==> config.mk <==
export PLATFORM = sky130hd
export DESIGN_NAME = button_debounce
export DESIGN_NICKNAME = d
export VERILOG_FILES = /design/src/rtl/button_pkg.sv /design/src/rtl/button_debounce_chan.sv /design/src/rtl/button_debounce.sv
export SDC_FILE = /design/constraint.sdc
export NUM_CORES = 1
export LEC_CHECK = 0
export ABC_CLOCK_PERIOD_IN_PS = 6300
export CORE_ASPECT_RATIO = 0.6
export CORE_MARGIN = 1.5
export CORE_UTILIZATION = 35
export CTS_BUF_LIST = sky130_fd_sc_hd__clkbuf_16
export DETAILED_ROUTE_END_ITERATION = 8
export MAX_ROUTING_LAYER = met4
export SYNTH_ARGS = -nofsm -noshare
export SYNTH_HDL_FRONTEND = slang
export SYNTH_SLANG_ARGS = --single-unit
==> constraint.sdc <==
create_clock -name clk -period 6.3 [get_ports clk]
set_input_delay 1.26 -clock clk [delete_from_list [all_inputs] [get_ports clk]]
set_output_delay 1.26 -clock clk [all_outputs]
set_load 0.02 [all_outputs]
==> src/rtl/button_pkg.sv <==
// Shared types and default timing constants for the button debouncer.
// Defaults assume a 50 MHz clock: 20 ms debounce window, 1 s long-press threshold.
package button_pkg;

    typedef enum logic [1:0] {
        RELEASED     = 2'd0,
        PRESS_WAIT   = 2'd1,
        PRESSED      = 2'd2,
        RELEASE_WAIT = 2'd3
    } btn_state_e;

    localparam int DEFAULT_DEBOUNCE_CYCLES = 1_000_000;
    localparam int DEFAULT_HOLD_CYCLES     = 50_000_000;

endpackage

==> src/rtl/button_debounce_chan.sv <==
// One button channel: 2-flop synchronizer, debounce FSM, hold counter and registered pulses.
module button_debounce_chan
    import button_pkg::*;
#(
    parameter int DEBOUNCE_CYCLES = DEFAULT_DEBOUNCE_CYCLES,
    parameter int HOLD_CYCLES     = DEFAULT_HOLD_CYCLES,
    parameter bit ACTIVE_LOW      = 1'b1
) (
    input  logic clk,
    input  logic reset_n,
    input  logic btn_in,
    output logic btn_level,
    output logic press_pulse,
    output logic release_pulse,
    output logic hold_pulse
);

    localparam int CNT_W  = $clog2(DEBOUNCE_CYCLES + 1);
    localparam int HOLD_W = $clog2(HOLD_CYCLES + 1);
    localparam logic [CNT_W-1:0]  CNT_LAST = CNT_W'(DEBOUNCE_CYCLES - 1);
    localparam logic [HOLD_W-1:0] HOLD_MAX = HOLD_W'(HOLD_CYCLES);

    logic              sync_p0;
    logic              sync_p1;
    logic              raw_pressed;
    btn_state_e        state;
    btn_state_e        state_next;
    logic [CNT_W-1:0]  cnt;
    logic [CNT_W-1:0]  cnt_next;
    logic [HOLD_W-1:0] hold_cnt;
    logic [HOLD_W-1:0] hold_cnt_next;
    logic              level_d;
    logic              press_d;
    logic              release_d;
    logic              hold_d;

    // Synchronizer stages; reset to the idle pin level so no phantom press appears.
    always_ff @(posedge clk or negedge reset_n) begin
        if (!reset_n) begin
            sync_p0 <= ACTIVE_LOW;
            sync_p1 <= ACTIVE_LOW;
        end else begin
            sync_p0 <= btn_in;
            sync_p1 <= sync_p0;
        end
    end

    assign raw_pressed = sync_p1 ^ ACTIVE_LOW;

    always_ff @(posedge clk or negedge reset_n) begin
        if (!reset_n) begin
            state    <= RELEASED;
            cnt      <= '0;
            hold_cnt <= '0;
        end else begin
            state    <= state_next;
            cnt      <= cnt_next;
            hold_cnt <= hold_cnt_next;
        end
    end

    always_comb begin
        state_next = state;
        cnt_next   = cnt;
        case (state)
            RELEASED: begin
                if (raw_pressed) begin
                    state_next = PRESS_WAIT;
                    cnt_next   = '0;
                end
            end
            PRESS_WAIT: begin
                if (!raw_pressed) begin
                    state_next = RELEASED;
                end else if (cnt == CNT_LAST) begin
                    state_next = PRESSED;
                end else begin
                    cnt_next = cnt + 1'b1;
                end
            end
            PRESSED: begin
                if (!raw_pressed) begin
                    state_next = RELEASE_WAIT;
                    cnt_next   = '0;
                end
            end
            RELEASE_WAIT: begin
                if (raw_pressed) begin
                    state_next = PRESSED;
                end else if (cnt == CNT_LAST) begin
                    state_next = RELEASED;
                end else begin
                    cnt_next = cnt + 1'b1;
                end
            end
            default: state_next = RELEASED;
        endcase
    end

    // btn_level mirrors the current state, so level && level_d means "pressed now and next cycle".
    always_comb begin
        level_d       = (state_next == PRESSED) || (state_next == RELEASE_WAIT);
        press_d       = (state == PRESS_WAIT) && (state_next == PRESSED);
        release_d     = (state == RELEASE_WAIT) && (state_next == RELEASED);
        hold_cnt_next = hold_cnt;
        hold_d        = 1'b0;
        if (press_d) begin
            hold_cnt_next = '0;
        end else if (btn_level && level_d && (hold_cnt != HOLD_MAX)) begin
            hold_cnt_next = hold_cnt + 1'b1;
            hold_d        = (hold_cnt_next == HOLD_MAX);
        end
    end

    always_ff @(posedge clk or negedge reset_n) begin
        if (!reset_n) begin
            btn_level     <= 1'b0;
            press_pulse   <= 1'b0;
            release_pulse <= 1'b0;
            hold_pulse    <= 1'b0;
        end else begin
            btn_level     <= level_d;
            press_pulse   <= press_d;
            release_pulse <= release_d;
            hold_pulse    <= hold_d;
        end
    end

endmodule

==> src/rtl/button_debounce.sv <==
// N_BTN independent debounced button channels with press, release and long-press pulses.
module button_debounce
    import button_pkg::*;
#(
    parameter int N_BTN           = 5,
    parameter int DEBOUNCE_CYCLES = DEFAULT_DEBOUNCE_CYCLES,
    parameter int HOLD_CYCLES     = DEFAULT_HOLD_CYCLES,
    parameter bit ACTIVE_LOW      = 1'b1
) (
    input  logic             clk,
    input  logic             reset_n,
    input  logic [N_BTN-1:0] btn_in,
    output logic [N_BTN-1:0] btn_level,
    output logic [N_BTN-1:0] press_pulse,
    output logic [N_BTN-1:0] release_pulse,
    output logic [N_BTN-1:0] hold_pulse
);

    for (genvar i = 0; i < N_BTN; i++) begin : g_chan
        button_debounce_chan #(
            .DEBOUNCE_CYCLES (DEBOUNCE_CYCLES),
            .HOLD_CYCLES     (HOLD_CYCLES),
            .ACTIVE_LOW      (ACTIVE_LOW)
        ) u_chan (
            .clk           (clk),
            .reset_n       (reset_n),
            .btn_in        (btn_in[i]),
            .btn_level     (btn_level[i]),
            .press_pulse   (press_pulse[i]),
            .release_pulse (release_pulse[i]),
            .hold_pulse    (hold_pulse[i])
        );
    end

endmodule
**After elaboration in Yosys (flattened, before gate mapping)**

Index checks and enable logic that the tools add are counted.

- Logic and storage cells: 245
- Output and inout bits: 20
- Register bits after elaboration: 270
- Memory bits (read-only): 0
- Input bits: 7
- Memories kept: 0
- Latch bits: 0
- Memory bits (writable): 0

- Order comparisons: 0
- Shifts and indexed selects: 0
- Reductions and logical operators: 45
- Eq/ne operators: 60
- Add/sub/neg operators: 10
- Muxes and demuxes: 85
- Bitwise operators: 0
- Multiply operators: 0
- Divide/modulo/power cells: 0

Operator list:

| kind | count |
|---|---|
| two-way mux 20 bit | 25 |
| one-hot mux 20 bit (4 select lines) | 5 |
| two-way mux 26 bit | 10 |
| adder 26 x 1 -> 26 bit (second input constant) | 5 |
| equality test 26 bit (second input constant) | 5 |
| != test 26 bit (second input constant) | 5 |
| adder 20 x 1 -> 20 bit (second input constant) | 5 |
| equality test 20 bit (second input constant) | 5 |
| two-way mux 2 bit | 30 |
| equality test 2 bit (second input constant) | 20 |
| one-hot mux 2 bit (4 select lines) | 5 |
| logical AND 1 bit | 20 |
| logical NOT 2 bit | 10 |
| != test 2 x 1 -> 1 bit (second input constant) | 10 |
| != test 2 bit (second input constant) | 10 |
| AND reduction 4 bit | 5 |
| equality test 2 x 1 -> 1 bit (second input constant) | 5 |
| two-way mux 1 bit | 10 |
| nonzero test 2 bit | 5 |
| logical OR 1 bit | 5 |

**Logic depth before layout (Yosys ltp)**

Gate-level depths: netlist of the first run.

- Depth in word-level cells: 10
- Gate-level depth with buffers: 11
- Mapped depth without buffers: 8

**Modules after synthesis**

From an unflattened synthesis of the first run, not the netlist that was laid out.

- Cells, all modules: 1821
- Area, all modules: 15835.2 µm²

Modules (own cells, without submodules):

| module | area an instance (µm²) | cells an instance | instances | seq. area each (µm²) |
|---|---|---|---|---|
| button_debounce_chan (g_chan[2].u_chan ...) | 3174.3 | 369 | 2 | 1328.8 |
| button_debounce_chan (g_chan[0].u_chan) | 3209.3 | 369 | 1 | 1328.8 |
| button_debounce_chan (g_chan[1].u_chan) | 3156.8 | 356 | 1 | 1328.8 |
| button_debounce_chan (g_chan[4].u_chan) | 3120.5 | 358 | 1 | 1353.8 |

**Least setup slack after synthesis of the first run**

No wires, ideal clock.

- Path kind: reg2reg
- From: register g_chan[2].u_chan.cnt[12]
- To: register g_chan[2].u_chan.hold_cnt[19]
- Cell stages (with the launch flop): 9
- Period minus slack after synthesis: 2638 ps
- Data arrival time: 2572 ps
- Library setup time: 66 ps
- Setup slack: 3662 ps
- Buffers on the path: 3
- Required time: 6234 ps
- Path through: dfrtp_1 or4_1 buf_2 or4_4 a21o_1 buf_6 buf_6 or4_1 nand2_1

- Cells in the longest elaborated chain, start to end: 9
- Elaborated cells between the ends (all ways): 14
- Those cells by class: 3 x eq/ne; 6 x mux; 5 x reduce/logical

RTL lines:

| item | RTL line | RTL |
|---|---|---|
| from (decl) | button_debounce_chan.sv:28 | `logic [CNT_W-1:0] cnt;` |
| from (signal assigned) | button_debounce_chan.sv:57 | `cnt <= cnt_next;` |
| equality test 20 bit * | button_debounce_chan.sv:75, button_debounce_chan.sv:90 |  |
| two-way mux 2 bit, on equally long branches | button_debounce_chan.sv:90, button_debounce_chan.sv:75 |  |
| two-way mux 2 bit, on equally long branches | button_debounce_chan.sv:88, button_debounce_chan.sv:73 |  |
| one-hot mux 2 bit (4 select lines) * | button_debounce_chan.sv:65 | `case (state)` |
| equality test 2 bit, on equally long branches | button_debounce_chan.sv:102, button_debounce_chan.sv:103 |  |
| logical OR 1 bit | button_debounce_chan.sv:102 | `level_d = (state_next == PRESSED) \|\| (state_next == RELEASE_WAIT);` |
| logical AND 1 bit (2 in a row) | button_debounce_chan.sv:109 | `end else if (btn_level && level_d && (hold_cnt != HOLD_MAX)) begin` |
| nonzero test 2 bit (no line) | -- |  |
| to (signal assigned) | button_debounce_chan.sv:58 | `hold_cnt <= hold_cnt_next;` |
| to (decl) | button_debounce_chan.sv:30 | `logic [HOLD_W-1:0] hold_cnt;` |

Every way passes the cells marked *; elsewhere a longest branch is shown, timed or not.
A chain may end at the register's enable or synchronous reset.

**Worst setup path after layout of the first run**

- From: register g_chan[0].u_chan.state[0]
- To: register g_chan[0].u_chan.hold_cnt[25]

- Cells in the longest elaborated chain, start to end: 8
- Elaborated cells between the ends (all ways): 19
- Those cells by class: 5 x eq/ne; 8 x mux; 6 x reduce/logical

RTL lines:

| item | RTL line | RTL |
|---|---|---|
| from (decl) | button_debounce_chan.sv:26 | `btn_state_e state;` |
| from (signal assigned) | button_debounce_chan.sv:56 | `state <= state_next;` |
| two-way mux 2 bit, on equally long branches | button_debounce_chan.sv:90, button_debounce_chan.sv:75 |  |
| two-way mux 2 bit, on equally long branches | button_debounce_chan.sv:88, button_debounce_chan.sv:73 |  |
| one-hot mux 2 bit (4 select lines) | button_debounce_chan.sv:65 |  |
| equality test 2 bit, on equally long branches | button_debounce_chan.sv:102, button_debounce_chan.sv:103 |  |
| logical OR 1 bit | button_debounce_chan.sv:102 |  |
| logical AND 1 bit (2 in a row) | button_debounce_chan.sv:109 |  |
| nonzero test 2 bit (no line) | -- |  |
| to (signal assigned) | button_debounce_chan.sv:58 |  |
| to (decl) | button_debounce_chan.sv:30 |  |

Several ways; a longest one is shown, not always the timed one.

==> impl_metrics.ini, run 1 <==
[worst_setup_path]
worst_ep_arrival_time_ps = 4030
critPathKind = register to register
cp_num_buf_inv = 0
slowest_delay_ps = 710
worst-path-max-fanout = 21
critPathRequiredTime_ps = 6780
ff2ff_setup_slack_ps = 2760
worstSetupStartpointType = register
r2r_start = g_chan[0].u_chan.state[0]
crit_path_cell_trace = or4b_1, nor4_1, nand3b_1, a21o_1, or4_1, a21oi_1
setup.worst_path.end_class = register
cp_top_family = simple AND/OR/NAND/NOR gates
cp_slowest_cell = nand3b_1
r2r_end = g_chan[0].u_chan.hold_cnt[25]
rr_worst_depth = 6

[cts]
clk_path_buf_depth = 3
cts.sink_count = 270
clkSlewWorstSetupHoldPaths_ps = 70
cts_buffers = 29
htreeDepth = 1
cts_hold_buf = 0
cts_tree = built
cts-root-buf = clkbuf_16
clock_latency_ps = 570
postCtsSetupRepairBufs = 0
cts-resized-gates = 0

[route]
finalWirelength_mm = 38.0
routed_via_density = 5.73
vias = 13700
drtPass1Iterations = 5
post_drt_wl_per_cell_um = 15.9
drtIter0Drc = 1294
ant_nets = 0
drc = 0

[synth]
synth_top_area_share_pct = 40.9
synthTopCellsByArea = dfrtp_1 41%, nand2_1 4.5%, xnor2_1 4.5%, o21ai_0 3.5%, a21oi_1 3.4%
synthCells = 1829
yosysUniqueCellTypes = 68
synth-seq-cells = 270
syn-cell-area_um2 = 15900
dominantRegCellSynth = dfrtp_1
seq_area_frac_synth_pct = 42.6
synth_top_cell_by_area = dfrtp_1
async_reset_ff_share_pct = 100
syn-mean-instance-area_um2 = 8.69
synth_edf_count = 0
yosysWarnings = 0
synth_nets = 1856

[min_path]
hp-start = g_chan[4].u_chan.sync_p0
holdPathStages = 0
hold_path_class = register to register
hold_end = g_chan[4].u_chan.sync_p1

[sta]
fin_skew_ps = 10.1
min_period_over_period_pct = 56.2
drv_slew = 0
rsz0062_at_grt = no
hold_violations = 0
tns_ps = 0
fmax_mhz = 282
worst_pin_slew_ps = 1230
fin_crit_ps = 3540
slew_headroom_pct = 17.3
setup_violations = 0
whs_ps = 351

[layout]
area_growth_pct = 10.1
multiInputGateArea_um2 = 8430
drive_gt1_share_pct = 5.29
final_util_pct = 39.1
n_fill_cell = 4401
fin_nets = 1801
diodes = 0
regArea_um2 = 6770

[grt]
antenna_found_initial = 0
grt_usage_pct = 16.8
globalRouteOverflowTotal = 0
grt_max_degree = 180
grt_first_pass_wirelength_mm = 64.5
grt_pass1_vias = 12100

[power_and_ir_drop]
p_clk_share_pct = 49.4
power.internal_mw = 2.93
combPwrFrac_pct = 3.1
pwr-share-seq_pct = 47.5
p_sw_share_pct = 22.9
ir_drop_mv = 0.184
power_mw = 3.80
powerDensity_nw_per_um2 = 217
p_leak_nw = 6.74
power_switching_mw = 0.870

[floorplanning]
die_w_um = 278
die_height_um = 168
dieArea_um2 = 46800
fp-row-count = 60
pin_count = 27
start_util_pct = 35.5
coreArea_um2 = 44800

[run]
maxCapViolCount = 0

[outcome]
status = completed

[placed_design]
place_congestion = 0.897
port_buffers = 26
dp_hpwl_mm = 25.6
==> cells in the mapped netlist (all sizes together) (13+ instances only) <==
library cell,n
nor3,56
nand2b,13
and3,34
a22o,19
or4,49
inv,49
o21ai,114
o211ai,16
ha,20
dfrtp,260
clkbuf,87
nand2,192
a21oi,107
nor4,48
buf,36
or3,76
nor4b,15
and4,22
a21o,23
nor2,125
a2111oi,14
nand3,100
o31ai,36
mux2i,17
a211oi,18
nand4,74
xnor2,81
xor2,15
==> kinds of logic after synthesis <==
family	after synthesis	share of synthesized area (%)
compound gates	389	15.3
xor+xnor	96	5.29
fa+ha+maj	20	1.57
buf+inv	172	4.70
flops	270	42.6
mux	21	1.35
simple gates	861	29.2
==> worst max-delay path by stage <==
stage / from / end / slack [ps] / cells past startpoint
CTS: g_chan[0].u_chan.state[0] / g_chan[0].u_chan.hold_cnt[25] / 2790 / 6
global route: g_chan[3].u_chan.cnt[7] / g_chan[3].u_chan.hold_cnt[11] / 2480 / 6
floorplan: g_chan[2].u_chan.cnt[12] / g_chan[2].u_chan.hold_cnt[19] / 3660 / 8
finish: g_chan[0].u_chan.state[0] / g_chan[0].u_chan.hold_cnt[25] / 2760 / 6
detailed placement: g_chan[0].u_chan.state[0] / g_chan[0].u_chan.hold_cnt[25] / 2820 / 6
global placement: g_chan[0].u_chan.state[0] / g_chan[0].u_chan.hold_cnt[25] / 2900 / 6
==> power by group through the flow <==
stage          registers [mW]  logic [mW]  clock network, mW
2_1_floorplan            1.82      0.0707                  0
3_3_place_gp             1.84       0.118                  0
3_5_place_dp             1.84       0.121                  0
4_1_cts                  1.81       0.121               1.95
5_1_grt                  1.81       0.138               2.02
6_report                 1.81       0.117               1.88
==> final cells by class <==
type | instances | area share (%)
Multi-Input combinational cell | 1387 | 48.1
Clock inverter | 25 | 1.76
Tap cell | 589 | 4.21
Timing Repair Buffer | 37 | 2.06
Clock buffer | 29 | 4.14
Sequential cell | 270 | 38.7
Inverter | 49 | 1.05
==> cell usage in the layout (no fill, tap or decap), drive strengths merged, types with 52 or more instances in the layout <==
| cell | count |
|---|---|
| dfrtp | 260 |
| nand2 | 192 |
| nor2 | 125 |
| o21ai | 114 |
| a21oi | 107 |
| nand3 | 100 |
| xnor2 | 81 |
| or3 | 76 |
| nand4 | 74 |
| nor3 | 56 |
| inv | 52 |
==> flip-flops by register name, indices dropped and copies added, names as in the netlist <==
register                     flops
g_chan.u_chan.press_pulse        5
g_chan.u_chan.hold_cnt         130
g_chan.u_chan.btn_level          5
g_chan.u_chan.hold_pulse         5
g_chan.u_chan.release_pulse      5
g_chan.u_chan.sync_p1            5
g_chan.u_chan.cnt              100
g_chan.u_chan.state             10
g_chan.u_chan.sync_p0            5
==> routing by layer <==
metal  routed length, um  vias to the layer above  share of wire, %  GRT usage, %
li1                    -                     6625                 -             -
met1               21000                     6642                55          27.7
met2               13900                      359                37          20.6
met3                2380                       45               6.3          2.65
met4                 640                        0               1.7          3.28
met5                   0                        -                 0             -
==> per-stage QoR <==
| stage | area [um2] | std cells | setup WS (ps) |
|---|---|---|---|
| after floorplan | 15900 | 1829 | 3660 |
| after global placement | 16500 | 2332 | 2900 |
| after detailed placement | 16500 | 2332 | 2820 |
| after CTS | 17500 | 2386 | 2790 |
| after global routing | 17500 | 2386 | 2480 |
| final | 17500 | 2386 | 2760 |
Power figures use the tool's default switching activity.
==> run 2, diff against run 1 <==
--- a/config.mk
+++ b/config.mk
@@ -5,7 +5,7 @@
 export SDC_FILE = /design/constraint.sdc
 export NUM_CORES = 1
 export LEC_CHECK = 0
-export ABC_CLOCK_PERIOD_IN_PS = 6300
+export ABC_CLOCK_PERIOD_IN_PS = 3100
 export CORE_ASPECT_RATIO = 0.6
 export CORE_MARGIN = 1.5
 export CORE_UTILIZATION = 35
==> constraint.sdc (replaced) <==
create_clock -name clk -period 3.1 [get_ports clk]
set_input_delay 0.62 -clock clk [delete_from_list [all_inputs] [get_ports clk]]
set_output_delay 0.62 -clock clk [all_outputs]
set_load 0.02 [all_outputs]
==> run 2 against run 1 <==
Compared with the run above:
- clock power is 110% higher
- cell count is 2.0% higher
- sequential share of layout area is 0.96 points lower
- largest power group unchanged
- highest routed layer unchanged
- critical endpoint is now g_chan[1].u_chan.hold_cnt[19]
==> impl_metrics.ini, run 2 (synthesis results as in run 1) <==
[layout]
diodes = 0
top_register = g_chan.u_chan.hold_cnt
n_fill_cell = 4370
finalInstanceArea_um2 = 18000
regArea_um2 = 6770
layout_commonest_cell = dfrtp_1
largestRegisters = g_chan.u_chan.hold_cnt x130, g_chan.u_chan.cnt x100, g_chan.u_chan.state x10
final_cell_mix = 260 x dfrtp_1, 192 x nand2_1, 125 x nor2_1
drive_gt1_share_pct = 7.81
largest_reg_flops = 130
area_growth_pct = 12.9
fin_nets = 1847
multiInputGateArea_um2 = 8420

[grt]
grt_pass1_vias = 12800
grt_first_pass_wirelength_mm = 66.5
grt_usage_pct = 17.3
globalRouteOverflowTotal = 0
antenna_found_initial = 0
grt_max_degree = 91

[placed_design]
port_buffers = 26
placed_area_um2 = 16800
dp_hpwl_mm = 26.8
place_congestion = 0.923

[worst_setup_path]
cp_num_buf_inv = 1
crit_path_cell_trace = ha_1, nand3_1, or3_1, or4_1, a21o_1, buf_12, or4_1, a21oi_1
setup.worst_path.end_class = register
slowest_delay_ps = 540
cp_slowest_cell = or4_1
critPathKind = register to register
cp_top_family = simple AND/OR/NAND/NOR gates
worst_ep_arrival_time_ps = 3360
critPathRequiredTime_ps = 3590
crit_top_cell = or4_1
worst-path-max-fanout = 45
worstSetupStartpointType = register

[sta]
setup_violations = 0
hold_violations = 0
rsz0062_at_grt = no
fin_crit_ps = 2870
fin_skew_ps = 32.6
slew_headroom_pct = 44.4
tns_ps = 0
worst_pin_slew_ps = 831
min_period_over_period_pct = 92.6
drv_slew = 0
fmax_mhz = 348

[floorplanning]
dieArea_um2 = 46800
die_w_um = 278
pin_count = 27
coreArea_um2 = 44800
start_util_pct = 35.5
die_height_um = 168
fp-row-count = 60

[route]
drtIter0Drc = 1250
routed_via_density = 5.68
vias = 13800
drc = 0
finalWirelength_mm = 38.8
post_drt_wl_per_cell_um = 16.0
drtPass1Iterations = 5
ant_nets = 0

[cts]
cts-resized-gates = 0
clk_path_buf_depth = 3
clkSlewWorstSetupHoldPaths_ps = 70
cts_buffers = 30
cts_hold_buf = 0
cts.sink_count = 270
cts_tree = built
cts-root-buf = clkbuf_16
clock_latency_ps = 590
htreeDepth = 1
postCtsSetupRepairBufs = 0

[power_and_ir_drop]
ir_drop_mv = 0.374
powerDensity_nw_per_um2 = 443
p_leak_nw = 7.00

[run]
maxCapViolCount = 0

[outcome]
status = completed

[min_path]
hold_path_class = primary input to asynchronous set/reset pin
[run 2: worst paths after layout]
path / from / endpoint / slack (ps) / cells past startpoint
min in group clk: g_chan[3].u_chan.sync_p0 / g_chan[3].u_chan.sync_p1 / 350 / 0
worst max register to register: g_chan[1].u_chan.cnt[0] / g_chan[1].u_chan.hold_cnt[19] / 230 / 8
worst max-delay path: g_chan[1].u_chan.cnt[0] / g_chan[1].u_chan.hold_cnt[19] / 230 / 8
max in group asynchronous: reset_n / g_chan[1].u_chan.hold_cnt[10] / 2140 / 2
worst min register to register: g_chan[3].u_chan.sync_p0 / g_chan[3].u_chan.sync_p1 / 350 / 0
worst min-delay path: reset_n / g_chan[3].u_chan.state[0] / 70 / 1
[run 2: layer usage]
layer | up-vias | global-route usage, % | share of wire, %
met5 | - | - | 0
met2 | 338 | 22.6 | 38
met3 | 42 | 3.21 | 6.2
met1 | 6710 | 27.2 | 54
li1 | 6726 | - | -
met4 | 0 | 2.87 | 1.5
[run 2: cell type report]
cell class | instances | share of cell area [%]
clock inverters | 26 | 1.99
repair buffers | 82 | 4.10
multi-input cells | 1387 | 46.9
well taps | 589 | 4.10
clock buffers | 30 | 4.18
flip-flops and latches | 270 | 37.7
inverters | 49 | 1.02
[run 2: power breakdown]
part | leakage, nW | switching [mW] | internal (mW) | total, mW
Clock | 0.540 | 1.59 | 2.44 | 4.03
Combinational | 2.74 | 0.169 | 0.0932 | 0.262
Sequential | 3.71 | 0.0761 | 3.59 | 3.67
[run 2: worst register-to-register path: stages (launching register included)]
cell     delay (ps)
dfrtp_1         370
ha_1            220
nand3_1         110
or3_1           410
or4_1           540
a21o_1          260
buf_12          180
or4_1           530
a21oi_1         160
[run 2: per-stage QoR]
stage                     cells  worst slack [ps]  utilization (%)  total power [mW]  hold slack, ps
after global routing       2433              31.9             40.1              8.28             110
final                      2433               230             40.1              7.96            66.9
after CTS                  2433               245             40.1              8.09            77.2
after detailed placement   2377               312             37.6              4.00             348
after global placement     2377               356             37.6              3.99             348
after floorplan            1829               462                -              3.85             324
==> run 3, diff against run 2 <==
--- a/config.mk
+++ b/config.mk
@@ -5,7 +5,6 @@
 export SDC_FILE = /design/constraint.sdc
 export NUM_CORES = 1
 export LEC_CHECK = 0
-export ABC_CLOCK_PERIOD_IN_PS = 3100
 export CORE_ASPECT_RATIO = 0.6
 export CORE_MARGIN = 1.5
 export CORE_UTILIZATION = 35
==> results of run 3 <==
Final layout, timing and power as in run 2 (identical DEF).
